<file path="src/rtl/stream_decoder.sv">
// Registered, valid/ready-handshaked code decoder. It produces a one-hot or thermometer
// pattern, or a bubble-free sweep of one-hot beats running from a start code up to max.
module stream_decoder #(
  parameter int ENCODE_WIDTH = 4,
  // Derived from ENCODE_WIDTH; it is not meant to be overridden.
  parameter int DECODE_WIDTH = 2 ** ENCODE_WIDTH
) (
  input  logic                    clk,
  input  logic                    rst_n,
  input  logic                    in_valid,
  output logic                    in_ready,
  input  logic [ENCODE_WIDTH-1:0] in_code,
  input  logic [1:0]              in_mode,
  output logic                    out_valid,
  input  logic                    out_ready,
  output logic [DECODE_WIDTH-1:0] out_data,
  output logic [ENCODE_WIDTH-1:0] out_code,
  output logic                    out_last,
  output logic                    out_err,
  output logic                    busy
);

  typedef enum logic [1:0] {
    MODE_ONEHOT  = 2'b00,
    MODE_THERMO  = 2'b01,
    MODE_SWEEP   = 2'b10,
    MODE_ILLEGAL = 2'b11
  } mode_e;

  typedef enum logic {
    IDLE  = 1'b0,
    SWEEP = 1'b1
  } state_e;

  localparam logic [ENCODE_WIDTH-1:0] MAX_CODE = {ENCODE_WIDTH{1'b1}};

  state_e                  state;
  logic                    in_fire;
  logic                    out_fire;
  logic [ENCODE_WIDTH-1:0] next_code;

  function automatic logic [DECODE_WIDTH-1:0] onehot(input logic [ENCODE_WIDTH-1:0] c);
    logic [DECODE_WIDTH-1:0] p;
    p    = '0;
    p[c] = 1'b1;
    return p;
  endfunction

  function automatic logic [DECODE_WIDTH-1:0] thermo(input logic [ENCODE_WIDTH-1:0] c);
    logic [DECODE_WIDTH-1:0] p;
    for (int k = 0; k < DECODE_WIDTH; k++) begin
      p[k] = (k <= int'(c));
    end
    return p;
  endfunction

  // A new command can enter in the same cycle that the pending beat drains.
  assign in_ready  = (state == IDLE) && (!out_valid || out_ready);
  assign in_fire   = in_valid && in_ready;
  assign out_fire  = out_valid && out_ready;
  assign next_code = out_code + ENCODE_WIDTH'(1);

  // NOTE: every register here is written with non-blocking assignments, so all of them
  // see the values from before the clock edge. Otherwise a next-state decision could
  // observe a value that was already updated earlier in the same edge.
  always_ff @(posedge clk or negedge rst_n) begin
    if (!rst_n) begin
      state     <= IDLE;
      out_valid <= 1'b0;
      out_data  <= '0;
      out_code  <= '0;
      out_last  <= 1'b0;
      out_err   <= 1'b0;
      busy      <= 1'b0;
    end else if (in_fire) begin
      out_valid <= 1'b1;
      out_code  <= in_code;
      out_err   <= 1'b0;
      out_last  <= 1'b1;
      case (mode_e'(in_mode))
        MODE_ONEHOT: out_data <= onehot(in_code);
        MODE_THERMO: out_data <= thermo(in_code);
        MODE_SWEEP: begin
          out_data <= onehot(in_code);
          // A sweep that starts at max is a single terminal beat and stays in IDLE.
          if (in_code != MAX_CODE) begin
            out_last <= 1'b0;
            state    <= SWEEP;
            busy     <= 1'b1;
          end
        end
        default: begin
          out_data <= '0;
          out_err  <= 1'b1;
        end
      endcase
    end else if (state == SWEEP) begin
      if (out_fire) begin
        if (out_last) begin
          state     <= IDLE;
          busy      <= 1'b0;
          out_valid <= 1'b0;
        end else begin
          out_code <= next_code;
          out_data <= onehot(next_code);
          out_last <= (next_code == MAX_CODE);
        end
      end
    end else if (out_fire) begin
      // Data and code keep their last values once the beat is consumed.
      out_valid <= 1'b0;
    end
  end

endmodule

</file>
<file path="config.mk">
export PLATFORM = sky130hd
export DESIGN_NAME = stream_decoder
export DESIGN_NICKNAME = d
export VERILOG_FILES = /design/src/rtl/stream_decoder.sv
export SDC_FILE = /design/constraint.sdc
export NUM_CORES = 1
export LEC_CHECK = 0
export CAP_MARGIN = 40
export CORE_ASPECT_RATIO = 1.2
export CORE_UTILIZATION = 50
export DETAILED_ROUTE_END_ITERATION = 10
export GPL_TIMING_DRIVEN = 0
export PLACE_DENSITY = 0.79
export SLEW_MARGIN = 10
export SYNTH_ARGS = -nofsm -noshare
export SYNTH_HDL_FRONTEND = slang
export SYNTH_SLANG_ARGS = --single-unit
</file>
<file path="constraint.sdc">
create_clock -name clk -period 2.1 [get_ports clk]
set_input_delay 0.315 -clock clk [delete_from_list [all_inputs] [get_ports clk]]
set_output_delay 0.315 -clock clk [all_outputs]
set_load 0.05 [all_outputs]
</file>
==> Word level (Yosys, flattened, before mapping) <==
Cells that the tools add are included.
{ "word_totals": {"register_bits": 25, "latchBits": 0, "ramBits": 0, "rom_bits": 0, "in_bits": 10, "elab_cells": 87, "memories": 0} }
{ "classes": {"add_sub_neg": 1, "multipliers": 0, "div_mod_pow": 0, "magnitude_cmp": 19, "eq_ne": 8, "shift": 0, "muxes": 33, "bitwise_logic": 1, "reduce_logical": 18} }
{ "ops": {"columns": ["operator", "n"], "rows": [
  ["16-bit two-way mux", 4],
  ["4-bit less-or-equal comparator, first input constant", 8],
  ["16-bit one-hot mux with 2 select lines", 1],
  ["1-bit two-way mux", 22],
  ["3-bit by 4-bit less-or-equal comparator with 1-bit output, first input constant", 4],
  ["4-bit two-way mux", 4],
  ["4-bit by 5-bit less-than comparator with 1-bit output, second input constant", 2],
  ["1-bit demux with 4-bit select", 2],
  ["4-bit by 1-bit >= comparator with 1-bit output, second input constant", 2],
  ["2-bit by 4-bit less-or-equal comparator with 1-bit output, first input constant", 2],
  ["2-bit by 1-bit inequality test with 1-bit output, second input constant", 3],
  ["2-bit AND reduction", 3],
  ["2-bit nonzero test", 3],
  ["1-bit logical AND", 5],
  ["5-bit AND reduction", 1],
  ["4-bit by 1-bit adder with 4-bit output, second input constant", 1],
  ["4-bit equality test, second input constant", 1],
  ["1-bit by 4-bit less-or-equal comparator with 1-bit output, first input constant", 1],
  ["4-bit inequality test, second input constant", 1],
  ["3-bit by 2-bit inequality test with 1-bit output, second input constant", 1],
  ["3-bit AND reduction", 1],
  ["3-bit OR reduction", 1],
  ["2-bit by 1-bit equality test with 1-bit output, second input constant", 1],
  ["2-bit equality test, second input constant", 1],
  ["5 further kinds", 5]
]} }

==> Logic depth before layout (Yosys ltp) <==
Gate-level depths: netlist of the first run.
{ "depth": {"depth_word": 9, "mapped_depth": 6} }

==> Worst setup path after synthesis of the first run <==
OpenSTA, ideal clock, no wires.
{ "synth_timing": {"path_kind": "register to register", "from": "register out_code[0]", "to": "register out_data[3]", "t_arrival_ns": 1.817, "required_time_ns": 1.974, "slack_ns": 0.157, "path_stages_with_launch": 7, "n_path_buf": 1, "path_cell_list": "dfrtp_1 -> ha_1 -> clkbuf_1 -> nor3_1 -> a41oi_2 -> nor2_1 -> a221o_1"} }
{ "synth_between": {"elab_chain_len": 9} }
{ "synth_lines": {"columns": ["element", "line_no", "source"], "rows": [
  ["start, declared", "17", "output logic [ENCODE_WIDTH-1:0] out_code,"],
  ["start signal, assigned", "77", "out_code <= in_code;"],
  ["start signal, assigned", "104", "out_code <= next_code;"],
  ["4-bit by 1-bit adder with 4-bit output *", "61", "assign next_code = out_code + ENCODE_WIDTH'(1);"],
  ["4-bit by 5-bit less-than comparator with 1-bit output (implied by the code) or 4-bit by 1-bit >= comparator with 1-bit output (tied branches)", "45", "p[c] = 1'b1;"],
  ["1-bit logical AND (implied by the code)", "45", null],
  ["1-bit two-way mux (implied by the code)", "45", null],
  ["1-bit demux with 4-bit select *", "45", null],
  ["16-bit two-way mux *", "99", "if (out_last) begin"],
  ["16-bit two-way mux *", "98", "if (out_fire) begin"],
  ["16-bit two-way mux *", "97", "end else if (state == SWEEP) begin"],
  ["16-bit two-way mux *", "75", "end else if (in_fire) begin"],
  ["end signal, assigned", "81", "MODE_ONEHOT: out_data <= onehot(in_code);"],
  ["end signal, assigned", "82", "MODE_THERMO: out_data <= thermo(in_code);"],
  ["end signal, assigned", "105", "out_data <= onehot(next_code);"],
  ["end, declared", "16", "output logic [DECODE_WIDTH-1:0] out_data,"]
]} }
Mark *: on every way between the ends. The rest lies on a longest branch, timed or not. The select of a mux whose other input is x is not followed.
A chain may end at the register's enable or synchronous reset.

==> Worst setup path after layout of the first run <==
{ "layout_timing": {"from": "register out_valid", "to": "output port out_valid"} }
{ "layout_lines": {"columns": ["element", "line_no", "source"], "rows": [
  ["start, declared", "14", "output logic out_valid,"],
  ["start signal, assigned", "69", "out_valid <= 1'b0;"],
  ["start signal, assigned", "76", "out_valid <= 1'b1;"],
  ["start signal, assigned", "102", "out_valid <= 1'b0;"]
]} }
No word-level cell between the ends.

==> results of run 1 <==
state kept, by name, indices dropped and copies added (netlist names):
signal     flops
out_data      16
out_code       4
busy           1
out_err        1
out_last       1
out_valid      1
state          1
worst min path at each step:
stage / cells past startpoint / from / endpoint / slack [ps]
6_report: 3 / in_code[1] / out_code[1] / 340
5_1_grt: 3 / in_code[1] / out_code[1] / 330
4_1_cts: 3 / in_code[1] / out_code[1] / 340
3_5_place_dp: 2 / out_data[6] / out_data[6] / 490
3_3_place_gp: 2 / out_err / out_err / 470
2_1_floorplan: 0 / rst_n / busy / 20
worst min-delay path: stages:
cell,delay (ps)
sky130_fd_sc_hd__buf_2,160
sky130_fd_sc_hd__nor2_1,110
sky130_fd_sc_hd__a31oi_1,50
report_power, final:
group          total (mW)  internal [mW]  leakage (nW)  switching [mW]
combinational        2.05          0.702         0.507            1.35
sequential          0.864          0.687         0.313           0.177
clock               0.221         0.0743        0.0150           0.147
total                3.13           1.46         0.835            1.67
logic make-up (layout without fill, tap and decap cells):
kind of cell               count (synthesis)  after routing  synth area share, %
and+or+nand+nor                           75             75                 23.0
AOI/OAI and AO/OA                         60             60                 26.5
DFF                                       25             25                 39.2
buffers and inverters                     17             55                 5.17
adders and majority gates                  4              4                 3.13
xor gates and xnor gates                   3              3                 1.65
muxes                                      2              2                 1.33
layout make-up:
cell class	count	area [µm²]
fill	262	1040
buffer	13	67.6
tap	36	45.0
inverter	4	15.0
multi-input combinational	144	888
clock buffer	4	26.3
sequential	25	626
timing repair buffer	34	347
metrics by stage:
stage | total power, mW | std cells | worst slack (ps) | utilization, % | hold WS [ps]
3_3_place_gp | 2.88 | 255 | -256 | 64.5 | 469
3_5_place_dp | 2.92 | 256 | -283 | 65.0 | 486
4_1_cts | 3.15 | 260 | 91.3 | 65.9 | 337
5_1_grt | 3.33 | 260 | 27.2 | 65.9 | 328
2_1_floorplan | 2.28 | 186 | 157 | - | 19.4
6_report | 3.13 | 260 | 87.2 | 65.9 | 340
layer usage:
| layer | up-vias | routed length [µm] | track usage [%] | share of wire [%] |
|---|---|---|---|---|
| met4 | 0 | 119 | 11.8 | 2.9 |
| met2 | 60 | 1960 | 41.1 | 48 |
| met5 | - | 0 | 0 | 0 |
| met1 | 744 | 1820 | 37.6 | 44 |
| li1 | 747 | - | - | - |
| met3 | 13 | 222 | 3.10 | 5.4 |
cells in the final DEF, fill, tap and decap left out, types with 4 or more instances in the layout:
master                            synthesis  routed
sky130_fd_sc_hd__dfrtp_1                 25      25
sky130_fd_sc_hd__nand2b_1                 5       5
sky130_fd_sc_hd__a21oi_1                 10      10
sky130_fd_sc_hd__o21ai_0                 12      12
sky130_fd_sc_hd__a31oi_1                  4       4
sky130_fd_sc_hd__ha_1                     4       4
sky130_fd_sc_hd__nand2_1                 30      30
sky130_fd_sc_hd__buf_2                    6       6
sky130_fd_sc_hd__inv_1                    4       4
sky130_fd_sc_hd__o21ai_1                  5       5
sky130_fd_sc_hd__clkbuf_1                 4       5
sky130_fd_sc_hd__clkdlybuf4s50_1          0      32
sky130_fd_sc_hd__nor2_1                  17      17
==> impl_results.md, run 1 <==
* Fraction of the cycle the final worst path needs at 95.8%
* Max Cap Violations at 0
* Yosys warning count at 0
* Post-cts gate resize count at 3
* Clock network latency to the later pin of the worst-skew pair at 320 ps
* Initial core utilization at 52.3%
* Classification of the worst setup path: flop to primary output
* Critical path buffer and inverter count at 1
* Number of iterations in the first detailed-routing pass at 4
* Horizontal die dimension at 53.6 µm
* Number of buffers inserted for hold repair after clock tree synthesis at 0
* Synth Register Bits at 25
* Iter 0 DRT Violations at 69
* Worst hold path class: input pin to flop
* Most common cell in the synthesized netlist: sky130_fd_sc_hd__nand2_1
* Capturing element of the worst setup path: out_valid
* CP max-delay cell: sky130_fd_sc_hd__clkdlybuf4s50_1
* Design area at 2010 µm²
* Highest ir drop seen on vdd at 1.04 mV
* Area share of the largest cell type after synthesis at 39.2%
* Power density over the cells at 1560 nW/µm²
* Remaining routing DRC violations at 0
* Total nets after synthesis at 200
* Slowest stage delay, CP at 860 ps
* Antenna violations before repair at 0
* Buffers added on ports at 33
* Total detailed-routing wirelength at 4.12 mm
* Slew of the pin with the lowest slew margin at 604 ps
* Leakage power total at 0.835 nW
* F_max at 0.497 GHz
* Critical Path RT at 1780 ps
* Nature of the critical path endpoint: primary output
* Synth top area cells: sky130_fd_sc_hd__dfrtp_1 39%, sky130_fd_sc_hd__nand2_1 7.1%, sky130_fd_sc_hd__nor2_1 4.0%
* Nets at 239
* Slew Viols, Final at 0
* Share of layout cells above drive strength 1 at 10.3%
* Post-synthesis instance total at 186
* Sequential area share after synthesis at 39.2%
* Grt ovf at 0
* Clock Path Buffers at 2
* Critical path startpoint category: flop
* Final ANT Viol Nets at 0
* Outcome: completed
* Minimum setup slack among reg-to-reg paths at 160 ps
* Post-CTS setup repair buffer count at 0
* Critical path, cell by cell: clkdlybuf4s50_1
* Most frequent cells after synthesis: 30 x sky130_fd_sc_hd__nand2_1, 25 x sky130_fd_sc_hd__dfrtp_1, 17 x sky130_fd_sc_hd__nor2_1, 12 x sky130_fd_sc_hd__o21ai_0, 10 x sky130_fd_sc_hd__a21oi_1
* Clock H-tree levels at 1
* Largest fanout on the critical path at 9
* Beginning of the critical path: out_valid
* Avg WL per Cell at 15.9 µm
* Worst R2R Start: out_code[0]
* Final setup fails at 0
* Reg-to-Reg End: out_last
* Logic depth of the worst path, buffers included at 1
* Via count at 1564
* Die Area at 3420 µm²
* TritonCTS clock tree: built
* Cell taking the most area after synthesis: sky130_fd_sc_hd__dfrtp_1
* Number of antenna repair diodes at 0
* Gp weighted congestion at 0.914
* Tightest slew margin relative to the limit at 59.6%
* Distinct cell type count of the synthesized netlist at 54
* P&R area growth vs syn at 26.2%
* TritonCTS buffer count at 3
* Setup skew after layout at 8.70 ps
* Syn Std Cell Area at 1600 µm²
* Cell area reported after detailed placement at 1990 µm²
* Number of clock sinks at 25
* I/O Pins at 35
* Clk root buf: sky130_fd_sc_hd__clkbuf_4
* Placeable core area at 3060 µm²
* Number of global-route vias before repair at 1441
* Hpwl dp at 3.16 mm
* Reg2reg path depth at 6
* Fraction of synthesis flops using an asynchronous set or reset pin at 100%
* Total count of hold-check failures in the final report at 0
* Largest net degree at the start of global routing at 14
* Synthesized area divided by synthesized cell count at 8.58 µm²
* Number of core rows at 22
* Vias/cell at 6.02
* GRT Total Usage at 27.0%
* Clock period minus final worst setup slack at 2010 ps
* DIE HEIGHT at 63.9 µm
* Setup TNS at 0 ps
* Cell class contributing the biggest share of worst-path delay: buffers and inverters
* Number of synthesized flops with an enable pin at 0
* Data arrival time of the critical path at 1700 ps
* RSZ-0062 raised after global routing: false
* Clock slew at the register clock pins of the worst setup and hold paths at 140 ps
* Global-route wire length before repair at 6.82 mm
* Main flop type after synthesis: sky130_fd_sc_hd__dfrtp_1
No activity file was read; power rests on OpenSTA's default activity.
==> run 2, diff against run 1 <==
SETUP_SLACK_MARGIN = 0.4   (was not set)
TNS_END_PERCENT = 10   (was not set)
==> run 2 against run 1 <==
  * Critical endpoint is now out_last
  * Global-route usage grew 0.20 points
  * Power grew 0.16%
  * Via count grew 0.32%
  * Final cell count is the same
  * Non-clock buffer count is the same
  * Critical path type is now flop to flop
  * Sequential cell count is the same
  * Sequential share of layout area is essentially flat
  * Largest power group unchanged
  * Clock power is essentially flat
  * Fmax grew 8.5%
==> impl_results.md, run 2 (synthesized netlist as in run 1, its figures left out) <==
* Iter 0 DRT Violations at 59
* Fraction of the cycle the final worst path needs at 88.3%
* Classification of the worst setup path: flop to flop
* Total detailed-routing wirelength at 4.17 mm
* Post-route total power at 3.14 mW
* Clock H-tree levels at 1
* Max Cap Violations at 0
* Setup TNS at 0 ps
* Highest ir drop seen on vdd at 0.945 mV
* Flip-flop and latch area at 628 µm²
* Placed Cells at 256
* Critical path buffer and inverter count at 1
* Commonest cells after routing, fill and taps aside: 30 x sky130_fd_sc_hd__nand2_1, 26 x sky130_fd_sc_hd__clkdlybuf4s50_1, 23 x sky130_fd_sc_hd__dfrtp_1
* Antenna violations before repair at 0
* Number of clock sinks at 25
* Placeable core area at 3060 µm²
* Largest fanout on the critical path at 9
* Die Area at 3420 µm²
* Leakage power total at 0.862 nW
* Nets at 239
* Clock period minus final worst setup slack at 1850 ps
* Clk root buf: sky130_fd_sc_hd__clkbuf_4
* F_max at 0.539 GHz
* Remaining routing DRC violations at 0
* I/O Pins at 35
* Cell area reported after detailed placement at 1990 µm²
* Buffers added on ports at 33
* Avg WL per Cell at 16.1 µm
* Clock slew at the register clock pins of the worst setup and hold paths at 140 ps
* Setup skew after layout at 5.75 ps
* P&R area growth vs syn at 26.7%
* Slowest stage delay, CP at 480 ps
* Clock Path Buffers at 2
* Non-filler cells, final at 260
* Area used by multi-input combinational logic at 891 µm²
* Number of iterations in the first detailed-routing pass at 4
* Data arrival time of the critical path at 2090 ps
* Number of buffers inserted for hold repair after clock tree synthesis at 0
* Global-route wire length before repair at 6.88 mm
* Register with the most flip-flops: out_data
* Power density over the cells at 1550 nW/µm²
* Critical path startpoint category: flop
* RSZ-0062 raised after global routing: true
* Share of layout cells above drive strength 1 at 11.6%
* Final ANT Viol Nets at 0
* Horizontal die dimension at 53.6 µm
* Hpwl dp at 3.13 mm
* Number of core rows at 22
* Initial core utilization at 52.3%
* Slew of the pin with the lowest slew margin at 596 ps
* Total count of hold-check failures in the final report at 0
* Vias/cell at 6.03
* Gp weighted congestion at 0.929
* Worst hold path class: input pin to flop
* Largest net degree at the start of global routing at 14
* CP max-delay cell: sky130_fd_sc_hd__dfrtp_2
* Fill count at 282
* Most frequent standard cell in the layout excluding fill and tap cells: sky130_fd_sc_hd__nand2_1
* Final setup fails at 0
* Tightest slew margin relative to the limit at 60.1%
* Number of antenna repair diodes at 0
* Cell class contributing the biggest share of worst-path delay: compound AO/OA/AOI/OAI gates
* Final standard cell utilization of the core at 66.2%
* Clock network latency to the later pin of the worst-skew pair at 330 ps
* Grt ovf at 0
* TritonCTS clock tree: built
* Minimum setup slack among reg-to-reg paths at 250 ps
* TritonCTS buffer count at 3
* Design area at 2020 µm²
* Number of global-route vias before repair at 1482
* DIE HEIGHT at 63.9 µm
* Critical path, cell by cell: ha_1 -> clkbuf_1 -> nor2b_1 -> a21boi_2 -> o21ai_1 -> a221oi_1
* Flip-flop count of the largest register, all copies and words added at 16
* Slew Viols, Final at 0
* Outcome: completed
* Critical Path RT at 2340 ps
* Via count at 1569
* Leading registers by flop count: out_data (16), out_code (4)
* Nature of the critical path endpoint: flop
* GRT Total Usage at 27.2%
==> run 2: changes by cell type in the layout (fill, tap and decap cells not counted), sizes merged <==
cell	delta
clkdlybuf4s50	-6
dlymetal6s2s	+3
dlygate4sd2	+2
clkdlybuf4s18	+1
==> run 2: worst paths after layout <==
kind                         startpoint            to  cells past startpoint
min                          in_code[1]   out_code[1]                      3
min reg2reg                out_data[11]  out_data[11]                      2
max in group asynchronous         rst_n   out_data[5]                      2
max                         out_code[0]      out_last                      6
max reg2reg                 out_code[0]      out_last                      6
min in group asynchronous         rst_n      out_last                      1
==> run 2: repair_timing <==
item | in CTS | in global routing
gates cloned | 0 | 0
resized for setup | 7 | 4
setup buffers | 0 | 0
endpoints found under the setup margin | 31 | 39
==> run 2: worst reg2reg max path, stage by stage, from the launching register on <==
cell	delay [ps]
sky130_fd_sc_hd__dfrtp_2	480
sky130_fd_sc_hd__ha_1	210
sky130_fd_sc_hd__clkbuf_1	200
sky130_fd_sc_hd__nor2b_1	210
sky130_fd_sc_hd__a21boi_2	230
sky130_fd_sc_hd__o21ai_1	140
sky130_fd_sc_hd__a221oi_1	300
==> run 2: layout make-up <==
cell class                      instances  area share (%)
Inverter                                4           0.742
Buffer                                 13            3.34
Clock buffer                            4            1.30
Timing Repair Buffer                   34            17.3
Sequential cell                        25            31.0
Tap cell                               36            2.23
Multi-Input combinational cell        144            44.0
==> run 2: metal layers <==
layer | GRT usage (%) | wire, µm
met1 | 37.9 | 1810
met2 | 42.3 | 2000
met3 | 2.62 | 252
met4 | 10.5 | 117
met5 | 0 | 0
==> run 2: through the flow <==
stage	setup slack (ps)	hold slack, ps
after detailed placement	-280	473
after floorplan	356	19.4
after global placement	-251	467
after global routing	161	333
after CTS	148	321
final	245	330
==> run 2: power breakdown <==
group	internal (mW)	total [mW]	switching, mW
Combinational	0.688	2.05	1.36
Sequential	0.691	0.869	0.178
Clock	0.0746	0.224	0.149
Total	1.45	3.14	1.69
==> run 3, diff against run 2 <==
==> constraint.sdc (replaced) <==
create_clock -name clk -period 2.1 [get_ports clk]
set_input_delay 0.315 -clock clk [delete_from_list [all_inputs] [get_ports clk]]
set_output_delay 0.315 -clock clk [all_outputs]
set_load 0.01 [all_outputs]
==> run 3 against run 2 <==
  * Sequential cell count is the same
  * Global-route usage fell by 0.35 points
  * Worst hold slack better by 15 ps
  * Critical path depth is 4 lower
  * Wire length rose by 1.7%
  * Die area unchanged
  * Design area up 2.9%
  * Power down 17%
  * Clock-buffer cell count unchanged
  * Critical endpoint is now out_valid
  * Sequential share of layout area fell by 0.76 points
==> impl_results.md, run 3 (synthesized netlist as in run 1, its figures left out) <==
* Outcome: completed
* Nets at 244
* TritonCTS buffer count at 3
* Max Cap Violations at 0
* Worst hold path class: input pin to flop
* P&R area growth vs syn at 30.4%
* Commonest cells after routing, fill and taps aside: 31 x sky130_fd_sc_hd__clkdlybuf4s50_1, 30 x sky130_fd_sc_hd__nand2_1, 21 x sky130_fd_sc_hd__dfrtp_1
* Global-route wire length before repair at 6.78 mm
* Leading registers by flop count: out_data (16), out_code (4)
* Final ANT Viol Nets at 0
* Critical path startpoint category: flop
* Number of antenna repair diodes at 0
* Clock Path Buffers at 2
* Worst R2R Start: out_code[0]
* Post-Route Hold Slack at 345 ps
* Vias/cell at 6.06
* Classification of the worst setup path: flop to primary output
* Placeable core area at 3060 µm²
* Register with the most flip-flops: out_data
* Setup slack after layout at 403 ps
* Flip-flop count of the largest register, all copies and words added at 16
* Slew of the pin with the lowest slew margin at 614 ps
* Worst Hold Path EP: out_code[1]
* Total count of hold-check failures in the final report at 0
* Initial core utilization at 52.3%
* Clock slew at the register clock pins of the worst setup and hold paths at 140 ps
* Number of global-route vias before repair at 1434
* Horizontal die dimension at 53.6 µm
* Hold Crit Depth at 3
* Share of layout cells above drive strength 1 at 16.2%
* Hold path startpoint: in_code[1]
* Highest ir drop seen on vdd at 0.902 mV
* RSZ-0062 raised after global routing: true
* Via count at 1607
* Number of core rows at 22
* Power density over the cells at 1260 nW/µm²
* Antenna violations before repair at 0
* Critical Path RT at 1780 ps
* Number of clock sinks at 25
* Die Area at 3420 µm²
* Reg2reg path depth at 6
* Nature of the critical path endpoint: primary output
* Data arrival time of the critical path at 1380 ps
* Placed Cells at 256
* Iter 0 DRT Violations at 88
* Total detailed-routing wirelength at 4.25 mm
* DIE HEIGHT at 63.9 µm
* Final setup fails at 0
* TritonCTS clock tree: built
* Cell area reported after detailed placement at 1990 µm²
* Fill count at 262
* Clock H-tree levels at 1
* Hpwl dp at 3.16 mm
* Slew Viols, Final at 0
* Largest fanout on the critical path at 8
* Pre-CTS WS at -15.3 ps
* Most frequent standard cell in the layout excluding fill and tap cells: sky130_fd_sc_hd__clkdlybuf4s50_1
* GRT Total Usage at 26.8%
* Grt ovf at 0
* Design area at 2080 µm²
* Final standard cell utilization of the core at 68.1%
* Post-route total power at 2.61 mW
* Remaining routing DRC violations at 0
* Fraction of the cycle the final worst path needs at 80.8%
* Number of buffers inserted for hold repair after clock tree synthesis at 0
* Minimum setup slack among reg-to-reg paths at 450 ps
* Tightest slew margin relative to the limit at 58.9%
* Setup skew after layout at 10.2 ps
* Clock network latency to the later pin of the worst-skew pair at 320 ps
* Clock period minus final worst setup slack at 1700 ps
* F_max at 0.589 GHz
* Number of iterations in the first detailed-routing pass at 4
* Buffers added on ports at 33
* Avg WL per Cell at 16.0 µm
* Largest net degree at the start of global routing at 14
* Non-filler cells, final at 265
* Clk root buf: sky130_fd_sc_hd__clkbuf_4
* Setup TNS at 0 ps
* I/O Pins at 35
* Gp weighted congestion at 0.914
* Leakage power total at 0.868 nW
* Reg-to-Reg End: out_last
## run 3: cell types whose count changed in the layout (fill, tap and decap cells not counted), moves of 2 or more
cell                              delta
sky130_fd_sc_hd__buf_4               +5
sky130_fd_sc_hd__dlymetal6s2s_1      -3
sky130_fd_sc_hd__dfrtp_2             +2
sky130_fd_sc_hd__dfrtp_1             -2
sky130_fd_sc_hd__clkdlybuf4s50_1     +5
## run 3: what timing repair did
item,CTS,global route
setup buffers,1,4
pin swaps,0,1
setup endpoints to repair,15,21
resized for setup,4,11
## run 3: worst max path at each step
| stage | from | end | slack (ps) | cells past startpoint |
|---|---|---|---|---|
| after floorplan | out_code[0] | out_data[3] | 460 | 6 |
| after global placement | out_ready | in_ready | 10 | 4 |
| after detailed placement | out_ready | in_ready | -20 | 4 |
| after CTS | out_code[0] | out_last | 230 | 6 |
| after global routing | in_code[3] | out_data[1] | 330 | 6 |
| final | out_valid | out_valid | 400 | 2 |
## run 3: worst max-delay path, stage by stage, from the launching register on
cell and delay (ps):
sky130_fd_sc_hd__dfrtp_2 380, sky130_fd_sc_hd__buf_4 140, sky130_fd_sc_hd__clkdlybuf4s50_1 540
## run 3: area by class of cell
cell class | count | area, µm² | share of cell area (%)
Inverter | 4 | 15.0 | 0.721
Multi-Input combinational cell | 144 | 916 | 44.0
Tap cell | 36 | 45.0 | 2.16
Buffer | 13 | 68.8 | 3.31
Timing Repair Buffer | 39 | 380 | 18.3
Sequential cell | 25 | 631 | 30.3
Clock buffer | 4 | 26.3 | 1.26
## run 3: where the power goes
group          leakage (nW)  switching [mW]  internal (mW)
logic                 0.544           0.766          0.779
clock network        0.0150           0.148         0.0743
registers             0.309           0.152          0.694
## run 3: layer usage
| layer | track usage, % | vias to the layer above | share of wire (%) |
|---|---|---|---|
| met1 | 37.3 | 768 | 45 |
| met3 | 3.10 | 17 | 5.0 |
| met4 | 12.5 | 0 | 3.4 |
| met5 | 0 | - | 0 |
| li1 | - | 756 | - |
| met2 | 40.6 | 66 | 46 |
